### config.mk
export PLATFORM = sky130hd
export DESIGN_NAME = debounce_multi
export DESIGN_NICKNAME = d
export VERILOG_FILES = /design/src/rtl/debounce_pkg.sv /design/src/rtl/debounce_chan.sv /design/src/rtl/debounce_multi.sv
export SDC_FILE = /design/constraint.sdc
export NUM_CORES = 1
export LEC_CHECK = 0
export CAP_MARGIN = 20
export CORE_ASPECT_RATIO = 1.25
export CORE_MARGIN = 1
export CORE_UTILIZATION = 64
export DETAILED_ROUTE_END_ITERATION = 8
export PLACE_DENSITY = 0.91
export SLEW_MARGIN = 20
export SYNTH_ARGS = -nofsm -noshare
export SYNTH_HDL_FRONTEND = slang
export SYNTH_SLANG_ARGS = --single-unit
export TNS_END_PERCENT = 1
### constraint.sdc
create_clock -name clk -period 5.65 [get_ports clk]
set_input_delay 1.13 -clock clk [delete_from_list [all_inputs] [get_ports clk]]
set_output_delay 1.13 -clock clk [all_outputs]
set_load 0.02 [all_outputs]
### src/rtl/debounce_pkg.sv
// Shared defaults and sizing helper for the multi-channel debouncer.
// Optional long-press support is enabled with DEBOUNCE_LONGPRESS_EN.
package debounce_pkg;
  localparam int DEB_STABLE_CNT_DEF = 50000;
  localparam int DEB_CNT_W_DEF      = 16;
  localparam int DEB_LONG_CNT_DEF   = 1000000;

  // Bits needed to hold values 0..n-1, never less than one.
  function automatic int deb_clog2(input int n);
    int r;
    r = 0;
    while ((1 << r) < n) r++;
    return (r < 1) ? 1 : r;
  endfunction
endpackage

### src/rtl/debounce_chan.sv
// One debounce channel: 2-flop synchroniser, stability counter, level and strobes.
// DEBOUNCE_LONGPRESS_EN adds a long-press counter and one-shot pulse.
module debounce_chan
  import debounce_pkg::*;
#(
  parameter int CNT_W      = DEB_CNT_W_DEF,
  parameter int STABLE_CNT = DEB_STABLE_CNT_DEF,
  parameter bit INIT_LEVEL = 1'b0
`ifdef DEBOUNCE_LONGPRESS_EN
  , parameter int LONG_CNT = DEB_LONG_CNT_DEF
`endif
) (
  input  logic i_clk,
  input  logic i_rst,
  input  logic i_button,
  output logic o_result,
  output logic o_rise,
  output logic o_fall
`ifdef DEBOUNCE_LONGPRESS_EN
  , output logic o_long_press
`endif
);
  localparam logic [CNT_W-1:0] C_LAST = CNT_W'(STABLE_CNT - 1);

  logic             r_sync1, r_sync2, r_result, r_rise, r_fall;
  logic [CNT_W-1:0] r_cnt;

  always_ff @(posedge i_clk or posedge i_rst) begin
    if (i_rst) begin
      r_sync1  <= INIT_LEVEL;
      r_sync2  <= INIT_LEVEL;
      r_result <= INIT_LEVEL;
      r_cnt    <= '0;
      r_rise   <= 1'b0;
      r_fall   <= 1'b0;
    end else begin
      r_sync1 <= i_button;
      r_sync2 <= r_sync1;
      r_rise  <= 1'b0;
      r_fall  <= 1'b0;
      // Any sample agreeing with the current level restarts the window.
      if (r_sync2 == r_result) begin
        r_cnt <= '0;
      end else if (r_cnt == C_LAST) begin
        r_result <= r_sync2;
        r_cnt    <= '0;
        r_rise   <= r_sync2;
        r_fall   <= ~r_sync2;
      end else begin
        r_cnt <= r_cnt + CNT_W'(1);
      end
    end
  end

  assign o_result = r_result;
  assign o_rise   = r_rise;
  assign o_fall   = r_fall;

`ifdef DEBOUNCE_LONGPRESS_EN
  localparam int            LW     = deb_clog2(LONG_CNT);
  localparam logic [LW-1:0] L_LAST = LW'(LONG_CNT - 1);

  logic [LW-1:0] r_lcnt;
  logic          r_fired, r_long;

  // r_fired holds off further pulses until the level drops back to 0.
  always_ff @(posedge i_clk or posedge i_rst) begin
    if (i_rst) begin
      r_lcnt  <= '0;
      r_fired <= 1'b0;
      r_long  <= 1'b0;
    end else begin
      r_long <= 1'b0;
      if (!r_result) begin
        r_lcnt  <= '0;
        r_fired <= 1'b0;
      end else if (!r_fired) begin
        if (r_lcnt == L_LAST) begin
          r_long  <= 1'b1;
          r_fired <= 1'b1;
        end else begin
          r_lcnt <= r_lcnt + LW'(1);
        end
      end
    end
  end

  assign o_long_press = r_long;
`endif
endmodule

### src/rtl/debounce_multi.sv
// N_CH independent debounce channels behind one flat port list.
// DEBOUNCE_LONGPRESS_EN adds LONG_CNT and the long_press output.
module debounce_multi
  import debounce_pkg::*;
#(
  parameter int N_CH       = 4,
  parameter int CNT_W      = DEB_CNT_W_DEF,
  parameter int STABLE_CNT = DEB_STABLE_CNT_DEF,
  parameter bit INIT_LEVEL = 1'b0
`ifdef DEBOUNCE_LONGPRESS_EN
  , parameter int LONG_CNT = DEB_LONG_CNT_DEF
`endif
) (
  input  logic            clk,
  input  logic            rst,
  input  logic [N_CH-1:0] button,
  output logic [N_CH-1:0] result,
  output logic [N_CH-1:0] rise,
  output logic [N_CH-1:0] fall
`ifdef DEBOUNCE_LONGPRESS_EN
  , output logic [N_CH-1:0] long_press
`endif
);
  for (genvar g = 0; g < N_CH; g++) begin : g_ch
    debounce_chan #(
      .CNT_W      (CNT_W),
      .STABLE_CNT (STABLE_CNT),
      .INIT_LEVEL (INIT_LEVEL)
`ifdef DEBOUNCE_LONGPRESS_EN
      , .LONG_CNT (LONG_CNT)
`endif
    ) u_chan (
      .i_clk    (clk),
      .i_rst    (rst),
      .i_button (button[g]),
      .o_result (result[g]),
      .o_rise   (rise[g]),
      .o_fall   (fall[g])
`ifdef DEBOUNCE_LONGPRESS_EN
      , .o_long_press (long_press[g])
`endif
    );
  end
endmodule

# Word level (Yosys, flattened, before mapping)
# Index checks and enable logic that the tools add are counted.
dict set report classes {
  n_addsub 4
  n_eq_ne 8
  bitwise 8
  mux 24
  n_reduce_logical 4
}
# op n
set op_table {}
lappend op_table {{2-to-1 mux 16 bit} 8}
lappend op_table {{adder 16 x 1 -> 16 bit (second input constant)} 4}
lappend op_table {{== test 16 bit (second input constant)} 4}
lappend op_table {{2-to-1 mux 1 bit} 16}
lappend op_table {{inverter 1 bit} 8}
lappend op_table {{AND reduction 2 bit} 4}
lappend op_table {{== test 1 bit} 4}
dict set report word_totals {
  out_inout_bits 12
  regBits 84
  in_bits 6
  word_cells 72
}

# Logic depth before layout (Yosys ltp)
# Gate-level depths: netlist of the first run.
dict set report depth {
  ltp_word 3
  mapped_depth 6
  mapped_depth_nobuf 5
}

# Hierarchy
# From an unflattened synthesis of the first run, not the netlist that was laid out.
dict set report hier_totals {
  cells_unflattened 364
  hier_area_um2 3953.8
}
# mod seq_area_each_um2 area_per_inst_um2 cells_each n_inst
set by_module_without_submodules {}
lappend by_module_without_submodules {debounce_chan 525.5 988.4 91 4}

# Worst setup path after synthesis of the first run
# OpenSTA, ideal clock, no wires.
dict set report synth_path {
  path_kind {register to register}
  startpoint {register g_ch[0].u_chan.r_cnt[10]}
  endpoint {register g_ch[0].u_chan.r_result}
  stages_incl_launch_ff 4
  required_ns 5.525
  period_less_slack_ns 1.771
  path_slack_ns 3.879
  t_arrival_ns 1.646
  path_buffers 0
  setup_time_ns 0.125
  cell_sequence {dfrtp_1 or3_1 or4_4 mux2_4}
}
dict set report synth_between {
  elab_chain_len 2
}
# element line_no
set synth_rtl {}
lappend synth_rtl {{start: declaration} debounce_chan.sv:26} ;# logic [CNT_W-1:0] r_cnt;
lappend synth_rtl {{start signal: assignment} debounce_chan.sv:50} ;# r_cnt <= r_cnt + CNT_W'(1);
lappend synth_rtl {{== test 16 bit} debounce_chan.sv:44} ;# end else if (r_cnt == C_LAST) begin
lappend synth_rtl {{AND reduction 2 bit (no source line)} --}
lappend synth_rtl {{end signal: assignment} debounce_chan.sv:45} ;# r_result <= r_sync2;
lappend synth_rtl {{end: declaration} debounce_chan.sv:25} ;# logic r_sync1, r_sync2, r_result, r_rise, r_fall;
# No other way between the ends.
# A chain may end at the register's enable or synchronous reset.

# Final worst setup path of the first run
dict set report layout_path {
  startpoint {register g_ch[3].u_chan.r_result}
  endpoint {output result[3]}
}
# element line_no
set layout_lines {}
lappend layout_lines {{start: declaration} debounce_chan.sv:25}
lappend layout_lines {{start signal: assignment} debounce_chan.sv:45}
lappend layout_lines {{end: declaration} debounce_multi.sv:17} ;# output logic [N_CH-1:0] result,
# No word-level cell between the ends.

==> results of run 1 <==
final cells by class:
class,instances,area share (%)
repair buffers,19,4.359
clock buffers,13,4.212
flip-flops and latches,84,49.48
inverters,10,0.9131
well taps,66,1.944
clock inverters,3,1.001
multi-input cells,255,38.09
cell usage after synthesis (all sizes together):
cell type,n
nor2,71
xnor2,43
nor4b,4
or3,1
clkbuf,4
nor3b,10
buf,13
inv,10
nand4,15
nand4b,2
o31ai,2
ha,4
nand3b,1
or2,1
nand2,17
mux2,4
and3,6
and4,3
or4,3
a21oi,2
nor3,11
xor2,15
dfrtp,84
nand3,20
nor4bb,5
o41ai,1
nor4,13
and4b,1
worst max path at each step:
stage | end | slack, ps | cells after the start
2_1_floorplan | g_ch[0].u_chan.o_fall$_DFF_PP0_ | 2350 | 1
3_3_place_gp | g_ch[1].u_chan.r_cnt[13]$_DFF_PP0_ | 3100 | 3
3_5_place_dp | g_ch[1].u_chan.r_cnt[14]$_DFF_PP0_ | 3080 | 3
4_1_cts | result[3] | 3090 | 1
5_1_grt | result[3] | 3040 | 1
6_report | result[3] | 3100 | 1
cells by family (layout without fill, tap and decap cells):
kind of cell / Yosys count / count (layout) / synth area share, %
xor gates and xnor gates: 58 / 58 / 13.13
adders and majority gates: 4 / 4 / 1.293
buffers and inverters: 27 / 45 / 3.880
and+or+nand+nor: 184 / 184 / 25.06
AOI/OAI and AO/OA: 5 / 5 / 1.067
muxes: 4 / 4 / 1.261
DFF: 84 / 84 / 54.32
routing by layer:
layer  part of all wire [%]  wire [microns]  vias up  track usage, %
met1                     42            2968     1333           30.37
li1                       -               -     1270               -
met5                      0               0        -               0
met4                    2.2             156        0           12.66
met3                    4.5             325       20           5.750
met2                     52            3696       89           41.47
per-stage QoR:
step / setup WS, ps / hold slack (ps) / cell area (sq um)
global route: 3037 / 357.6 / 4248
CTS: 3086 / 353.1 / 4248
detailed placement: 3079 / 341.2 / 4026
global placement: 3100 / 331.3 / 4026
floorplan: 2355 / 331.2 / 3870
finish: 3102 / 349.6 / 4248
flip-flops by register name (all words and copies together) (netlist names):
name	flops
g_ch.u_chan.o_result	4
g_ch.u_chan.o_fall	4
g_ch.u_chan.o_rise	4
g_ch.u_chan.r_sync1	4
g_ch.u_chan.r_sync2	4
g_ch.u_chan.r_cnt	64
power breakdown:
group / leakage [nW] / internal, W / switching [W] / total [W]
registers: 1.15 / 0.000610 / 0.00000987 / 0.000620
clock network: 0.112 / 0.000252 / 0.000210 / 0.000462
logic: 0.476 / 0.0000121 / 0.0000244 / 0.0000365
layout by cell type (no fill, tap or decap), drive strengths merged, types with 5 or more instances in the layout:
cell type	Yosys	final
and3	6	6
clkbuf	4	13
clkdlybuf4s50	0	17
dfrtp	84	84
inv	10	9
nand2	17	17
nand3	20	20
nand4	15	15
nor2	71	71
nor3	11	11
nor3b	10	10
nor4	13	13
nor4bb	5	5
xnor2	43	43
xor2	15	15
==> results_dict.tcl, run 1 <==
set metrics [dict create \
    fill_cells 381 \
    critPathRequiredTime_ps 4520 \
    cts-htree-levels 3 \
    gp_congestion 0.8489 \
    start_kind "register" \
    ys_types 32 \
    dp_cells 434 \
    core-area_sq_um 5818 \
    dr.pass1.iters 5 \
    cp_slowest_cell "clkdlybuf4s50_1" \
    cts_inserted_buffers 9 \
    viasPerCell 6.027 \
    final-setup-viol-count 0 \
    grt_pass1_wl_microns 11850 \
    multi_input_area_sq_um 1618 \
    dpl.hpwl_microns 4534 \
    clock_skew_ps 8.671 \
    worst_pin_slew_ps 764.6 \
    ys_warn_count 0 \
    clk_pin_slew_ps 80 \
    drt-initial-drc-count 222 \
    instances_no_fill 450 \
    cts_buffer_depth 2 \
    track_usage_pct 24.73 \
    syn_nets 376 \
    hp-class "register to register" \
    yosys.area.top_type_share_pct 54.32 \
    num_vias 2712 \
    p_leak_nw 1.733 \
    grt_max_degree 66 \
    rsz0062_at_grt "false" \
    ant_nets 0 \
    areaGrowthSynthToFinish_pct 9.764 \
    synth_area_sq_um 3870 \
    drive_above_1_share_pct 7.292 \
    gr-total-overflow 0 \
    cts_resized 0 \
    timing.rr.end "g_ch[2].u_chan.r_cnt[11]$_DFF_PP0_" \
    ys_ff_latch 84 \
    outcome "complete, no violations" \
    hold_viol_final 0 \
    slew_viol_final 0 \
    die_w_microns 71.55 \
    crit_chain "clkdlybuf4s50_1" \
    cp.arrival_ps 1420 \
    min_period_over_period_pct 45.09 \
    drc 0 \
    tns_ps 0 \
    yosys-top-cells-area "dfrtp_1, xnor2_1, nor2_1" \
    antenna_found_initial 0 \
    crit_family "buffers and inverters" \
    r2r_setup_slack_ps 3660 \
    ir_worst_vdd_v 0.0001719 \
    syn_avg_cell_area_sq_um 10.57 \
    utilization_pct 73.01 \
    hold-path-cell-count 0 \
    hold_start "g_ch[1].u_chan.r_sync1$_DFF_PP0_" \
    criticalPathCategory "register to output port" \
    dieArea_sq_um 6364 \
    end_kind "output port" \
    wl_per_cell_microns 15.88 \
    startpoint "g_ch[3].u_chan.o_result$_DFFE_PP0P_" \
    netlist_instances 366 \
    wl_microns 7147 \
    relSlewSlack_pct 49.02 \
    nets 389 \
    grt_pass1_vias 2642 \
    ff_latch_area_sq_um 2102 \
    die_h_microns 88.94 \
    finalPower_w 0.001118 \
    postCtsSetupBuffers 0 \
    synth_top_area_cell "dfrtp_1" \
    start_util_pct 66.52 \
    cts_num_sinks 84 \
    io_buffers 17 \
    max_freq_mhz 392.5 \
    r2r_cells 5 \
    whs_endpoint "g_ch[1].u_chan.r_sync2$_DFF_PP0_" \
    cp_slowest_stage_delay_ps 650 \
    max_cap_viol_count 0 \
    ctsHoldBuffers 0 \
    antenna-diode-count 0 \
    crit_buf_inv 1 \
    ctsRootBufferMaster "clkbuf_8" \
    ioPinCount 18 \
    clock_latency_ps 350 \
    power_density_nw_per_um2 263.3 \
    period_needed_ps 2548 \
    synth-seq-area-share_pct 54.32 \
    rows 31 \
    tritoncts "done" \
    worstReg2RegStart "g_ch[2].u_chan.r_cnt[0]$_DFF_PP0_" \
    cp_max_fo 5 \
]
No activity file was read; power rests on OpenSTA's default activity.
==> inputs of run 2 (changes only) <==
Settings changed: CORE_UTILIZATION 64 to 60, PLACE_DENSITY 0.91 to 0.86.
Clock period 5.65 ns to 2.6 ns, I/O delays scaled along.
==> results_dict.tcl, run 2 (same netlist as run 1, synthesis figures left out) <==
set metrics [dict create \
    io_buffers 17 \
    viasPerCell 5.618 \
    end_kind "output port" \
    start_util_pct 62.36 \
    relSlewSlack_pct 59.42 \
    clock_skew_ps 8.792 \
    hp-class "register to register" \
    cts_num_sinks 84 \
    internal_power_w 0.001805 \
    ctsRootBufferMaster "clkbuf_8" \
    drt-initial-drc-count 153 \
    track_usage_pct 22.75 \
    ir_worst_vdd_v 0.0003672 \
    rows 32 \
    worst_pin_slew_ps 607.4 \
    die_w_microns 73.83 \
    criticalPathCategory "register to output port" \
    cts_buffer_depth 2 \
    final_common_cell "dfrtp_1" \
    tns_ps 0 \
    ioPinCount 18 \
    layout_common_cells "dfrtp_1, nor2_1, xnor2_1" \
    drive_above_1_share_pct 7.772 \
    whs_endpoint "g_ch[0].u_chan.r_sync2$_DFF_PP0_" \
    hold_viol_final 0 \
    clk_pin_slew_ps 80 \
    timing.rr.end "g_ch[3].u_chan.r_cnt[5]$_DFF_PP0_" \
    p_leak_nw 1.731 \
    combinationalPowerShare_pct 3.6 \
    pwr-share-seq_pct 57.4 \
    r2r_setup_slack_ps 670 \
    period_needed_ps 1928 \
    antenna_found_initial 0 \
    finalPower_w 0.002346 \
    crit_family "buffers and inverters" \
    grt_max_degree 43 \
    nets 391 \
    critPathRequiredTime_ps 2080 \
    p_clk_share_pct 39.0 \
    max_freq_mhz 518.6 \
    dieArea_sq_um 6777 \
    r2r_cells 5 \
    antenna-diode-count 0 \
    gp_congestion 0.8581 \
    cp_slowest_cell "clkdlybuf4s50_1" \
    ant_nets 0 \
    wl_microns 6740 \
    cts_inserted_buffers 9 \
    crit_chain "clkdlybuf4s50_1" \
    postCtsSetupBuffers 0 \
    areaGrowthSynthToFinish_pct 10.64 \
    cp.arrival_ps 1410 \
    hold_start "g_ch[0].u_chan.r_sync1$_DFF_PP0_" \
    power_density_nw_per_um2 547.9 \
    cts_resized 0 \
    gr-total-overflow 0 \
    hold-path-cell-count 0 \
    dpl.hpwl_microns 4490 \
    final-setup-viol-count 0 \
    tritoncts "done" \
    min_period_over_period_pct 74.16 \
    core-area_sq_um 6206 \
    rsz0062_at_grt "false" \
    cp_slowest_stage_delay_ps 640 \
    max_cap_viol_count 0 \
    wl_per_cell_microns 14.31 \
    num_vias 2646 \
    p_switching_w 0.0005409 \
    clock_latency_ps 350 \
    largest_reg_flops 64 \
    fin_hold_ws_ps 357.7 \
    drc 0 \
    crit_buf_inv 1 \
    dr.pass1.iters 4 \
    outcome "complete, no violations" \
    grt_pass1_wl_microns 11780 \
    startpoint "g_ch[2].u_chan.o_result$_DFFE_PP0P_" \
    utilization_pct 68.99 \
    cts-htree-levels 3 \
    slew_viol_final 0 \
    cp_max_fo 5 \
    ctsHoldBuffers 0 \
    regMostFlops "g_ch.u_chan.r_cnt" \
    start_kind "register" \
    grt_pass1_vias 2628 \
    worstReg2RegStart "g_ch[3].u_chan.r_cnt[1]$_DFF_PP0_" \
    die_h_microns 91.79 \
    netSwitchingFraction_pct 23.06 \
]
run 2: cell types whose count changed in the layout (fill, tap and decap cells not counted), sizes merged:
| cell | previous run | this run |
|---|---|---|
| buf | 2 | 4 |
| clkbuf | 13 | 9 |
| clkinv | 2 | 5 |
| clkinvlp | 1 | 2 |
run 2: final cells by class:
type / instances / area, sq um
flip-flops and latches: 84 / 2102
fillers: 439 / 1924
multi-input cells: 255 / 1618
repair buffers: 21 / 212.7
clock buffers: 9 / 123.9
well taps: 85 / 106.4
clock inverters: 7 / 77.57
inverters: 10 / 41.29
run 2: worst max-delay path by stage:
| stage | endpoint | slack [ps] | cells past startpoint |
|---|---|---|---|
| final | result[2] | 670 | 1 |
| after global routing | g_ch[3].u_chan.r_cnt[5]$_DFF_PP0_ | 460 | 5 |
| after CTS | result[0] | 650 | 1 |
| after detailed placement | g_ch[3].u_chan.r_cnt[5]$_DFF_PP0_ | 720 | 5 |
| after global placement | g_ch[0].u_chan.o_result$_DFFE_PP0P_ | 790 | 4 |
| after floorplan | g_ch[0].u_chan.o_result$_DFFE_PP0P_ | 830 | 3 |
run 2: power groups by stage:
stage / logic, W / registers, W / clock network (W)
after floorplan: 0.0000553 / 0.00137 / 0
after global placement: 0.0000810 / 0.00137 / 0
after detailed placement: 0.0000852 / 0.00137 / 0
after CTS: 0.0000868 / 0.00135 / 0.000942
after global routing: 0.0000958 / 0.00135 / 0.000993
final: 0.0000841 / 0.00135 / 0.000914
run 2: worst reg2reg max path, cell delays in order (launching register included):
cell,delay [ps]
dfrtp_1,400
ha_1,210
nand3_1,200
nand4b_1,370
nand2_1,480
nor2_1,140
run 2: through the flow:
step	setup WS (ps)	cells	cell area, sq um
after floorplan	828.7	366	3874
after global placement	787.5	455	4080
after detailed placement	720.5	455	4080
after CTS	654.0	471	4282
after global routing	464.6	471	4282
final	671.9	471	4282
run 2: metal layers:
metal,routed length [microns],share of wire (%),vias up,global-route usage [%]
met4,81,1.2,0,8.654
met5,0,0,-,0
met2,3335,49,48,35.93
li1,-,-,1277,-
met1,3108,46,1311,30.69
met3,214,3.2,10,4.945
==> inputs of run 3 (changes only) <==
Clock period 2.6 ns to 1.8 ns, I/O delays scaled along.
==> results_dict.tcl, run 3 (same netlist as run 1, synthesis figures left out) <==
set metrics [dict create \
    outcome "complete, no violations" \
    die_w_microns 73.83 \
    critPathRequiredTime_ps 2030 \
    drive_above_1_share_pct 11.91 \
    areaGrowthSynthToFinish_pct 15.45 \
    antenna-diode-count 0 \
    worst_pin_slew_ps 404.3 \
    cts_num_sinks 84 \
    cts_inserted_buffers 9 \
    p_clk_share_pct 41.6 \
    cts_buffer_depth 2 \
    utilization_pct 72.00 \
    grt_max_degree 52 \
    combinationalPowerShare_pct 3.8 \
    track_usage_pct 24.66 \
    cp.arrival_ps 2020 \
    cts-htree-levels 3 \
    slew_viol_final 0 \
    ioPinCount 18 \
    min_period_over_period_pct 99.68 \
    grt_pass1_vias 2803 \
    p_leak_nw 1.872 \
    nets 408 \
    gp_congestion 0.8833 \
    start_util_pct 62.36 \
    power_density_nw_per_um2 796.6 \
    fill_cells 387 \
    grt_pass1_wl_microns 12650 \
    hp-class "register to register" \
    clock_latency_ps 350 \
    pwr-share-seq_pct 54.7 \
    final_common_cell "dfrtp_1" \
    dieArea_sq_um 6777 \
    rows 32 \
    tns_ps 0 \
    layout_common_cells "dfrtp_1, nor2_1, xnor2_1" \
    gr-total-overflow 0 \
    clk_pin_slew_ps 90 \
    ir_worst_vdd_v 0.0006593 \
    ctsRootBufferMaster "clkbuf_8" \
    io_buffers 17 \
    largest_reg_flops 64 \
    core-area_sq_um 6206 \
    fin_hold_ws_ps 354.0 \
    viasPerCell 5.611 \
    hold_viol_final 0 \
    drt-initial-drc-count 244 \
    rsz0062_at_grt "true" \
    num_vias 2738 \
    final-setup-viol-count 0 \
    tritoncts "done" \
    drc 0 \
    wl_microns 7281 \
    start_kind "register" \
    internal_power_w 0.002759 \
    netSwitchingFraction_pct 22.49 \
    regMostFlops "g_ch.u_chan.r_cnt" \
    criticalPathCategory "register to register" \
    antenna_found_initial 0 \
    max_cap_viol_count 0 \
    relSlewSlack_pct 72.80 \
    p_switching_w 0.0008004 \
    period_needed_ps 1794 \
    finalPower_w 0.003559 \
    end_kind "register" \
    dr.pass1.iters 4 \
    cp_max_fo 4 \
    max_freq_mhz 557.3 \
    die_h_microns 91.79 \
    dpl.hpwl_microns 4890 \
    wl_per_cell_microns 14.92 \
    ant_nets 0 \
    clock_skew_ps 13.17 \
]
run 3: power by group through the flow:
stage | clock (W) | sequential (W) | combinational, W
after floorplan | 0 | 0.00198 | 0.0000799
after global placement | 0 | 0.00198 | 0.000129
after detailed placement | 0 | 0.00198 | 0.000133
after CTS | 0.00150 | 0.00195 | 0.000136
after global routing | 0.00157 | 0.00195 | 0.000153
final | 0.00148 | 0.00195 | 0.000134
run 3: area by class of cell:
cell class                      count  area [sq um]  share of cell area (%)
Sequential cell                    84          2102                   47.05
Clock inverter                      7         100.1                   2.240
Timing Repair Buffer               38         371.6                   8.317
Inverter                           10         41.29                  0.9241
Tap cell                           85         106.4                   2.380
Multi-Input combinational cell    255          1623                   36.32
Clock buffer                        9         123.9                   2.772
run 3: critical path, stage by stage, from the launching register on:
cell      delay, ps
dfrtp_1         390
nor4b_2         270
nand3b_1        140
or4_4           570
mux2_4          310
run 3: through the flow:
| step | worst slack (ps) | instance area [sq um] | cells |
|---|---|---|---|
| after global placement | 52.22 | 4225 | 471 |
| after floorplan | 28.68 | 3874 | 366 |
| final | 5.728 | 4468 | 488 |
| after detailed placement | 6.366 | 4225 | 471 |
| after global routing | -75.78 | 4468 | 488 |
| after CTS | -11.92 | 4447 | 487 |
run 3: per-layer routing:
layer	share of wire, %	track usage (%)	up-vias
met5	0	0	-
met4	2.4	11.06	0
met3	3.2	4.396	15
met2	52	40.67	59
met1	43	31.37	1351
li1	-	-	1313
run 3: timing repair:
action	4_1_cts	5_1_grt
pin swaps	0	1
resized for setup	2	4
setup buffers	0	1
hold buffers	0	0
endpoints found under the hold margin	0	0
endpoints found under the setup margin	3	23
run 3: path summary, 6_finish.rpt:
check,start,endpoint,slack (ps),cells past startpoint
worst min register to register,g_ch[0].u_chan.r_sync1$_DFF_PP0_,g_ch[0].u_chan.r_sync2$_DFF_PP0_,350,0
worst max register to register,g_ch[0].u_chan.r_cnt[12]$_DFF_PP0_,g_ch[0].u_chan.o_result$_DFFE_PP0P_,6,4
worst min-delay path,g_ch[0].u_chan.r_sync1$_DFF_PP0_,g_ch[0].u_chan.r_sync2$_DFF_PP0_,350,0
worst max-delay path,g_ch[0].u_chan.r_cnt[12]$_DFF_PP0_,g_ch[0].u_chan.o_result$_DFFE_PP0P_,6,4
max in group asynchronous,rst,g_ch[2].u_chan.r_cnt[2]$_DFF_PP0_,1120,3
min in group asynchronous,rst,g_ch[0].u_chan.r_cnt[11]$_DFF_PP0_,420,3
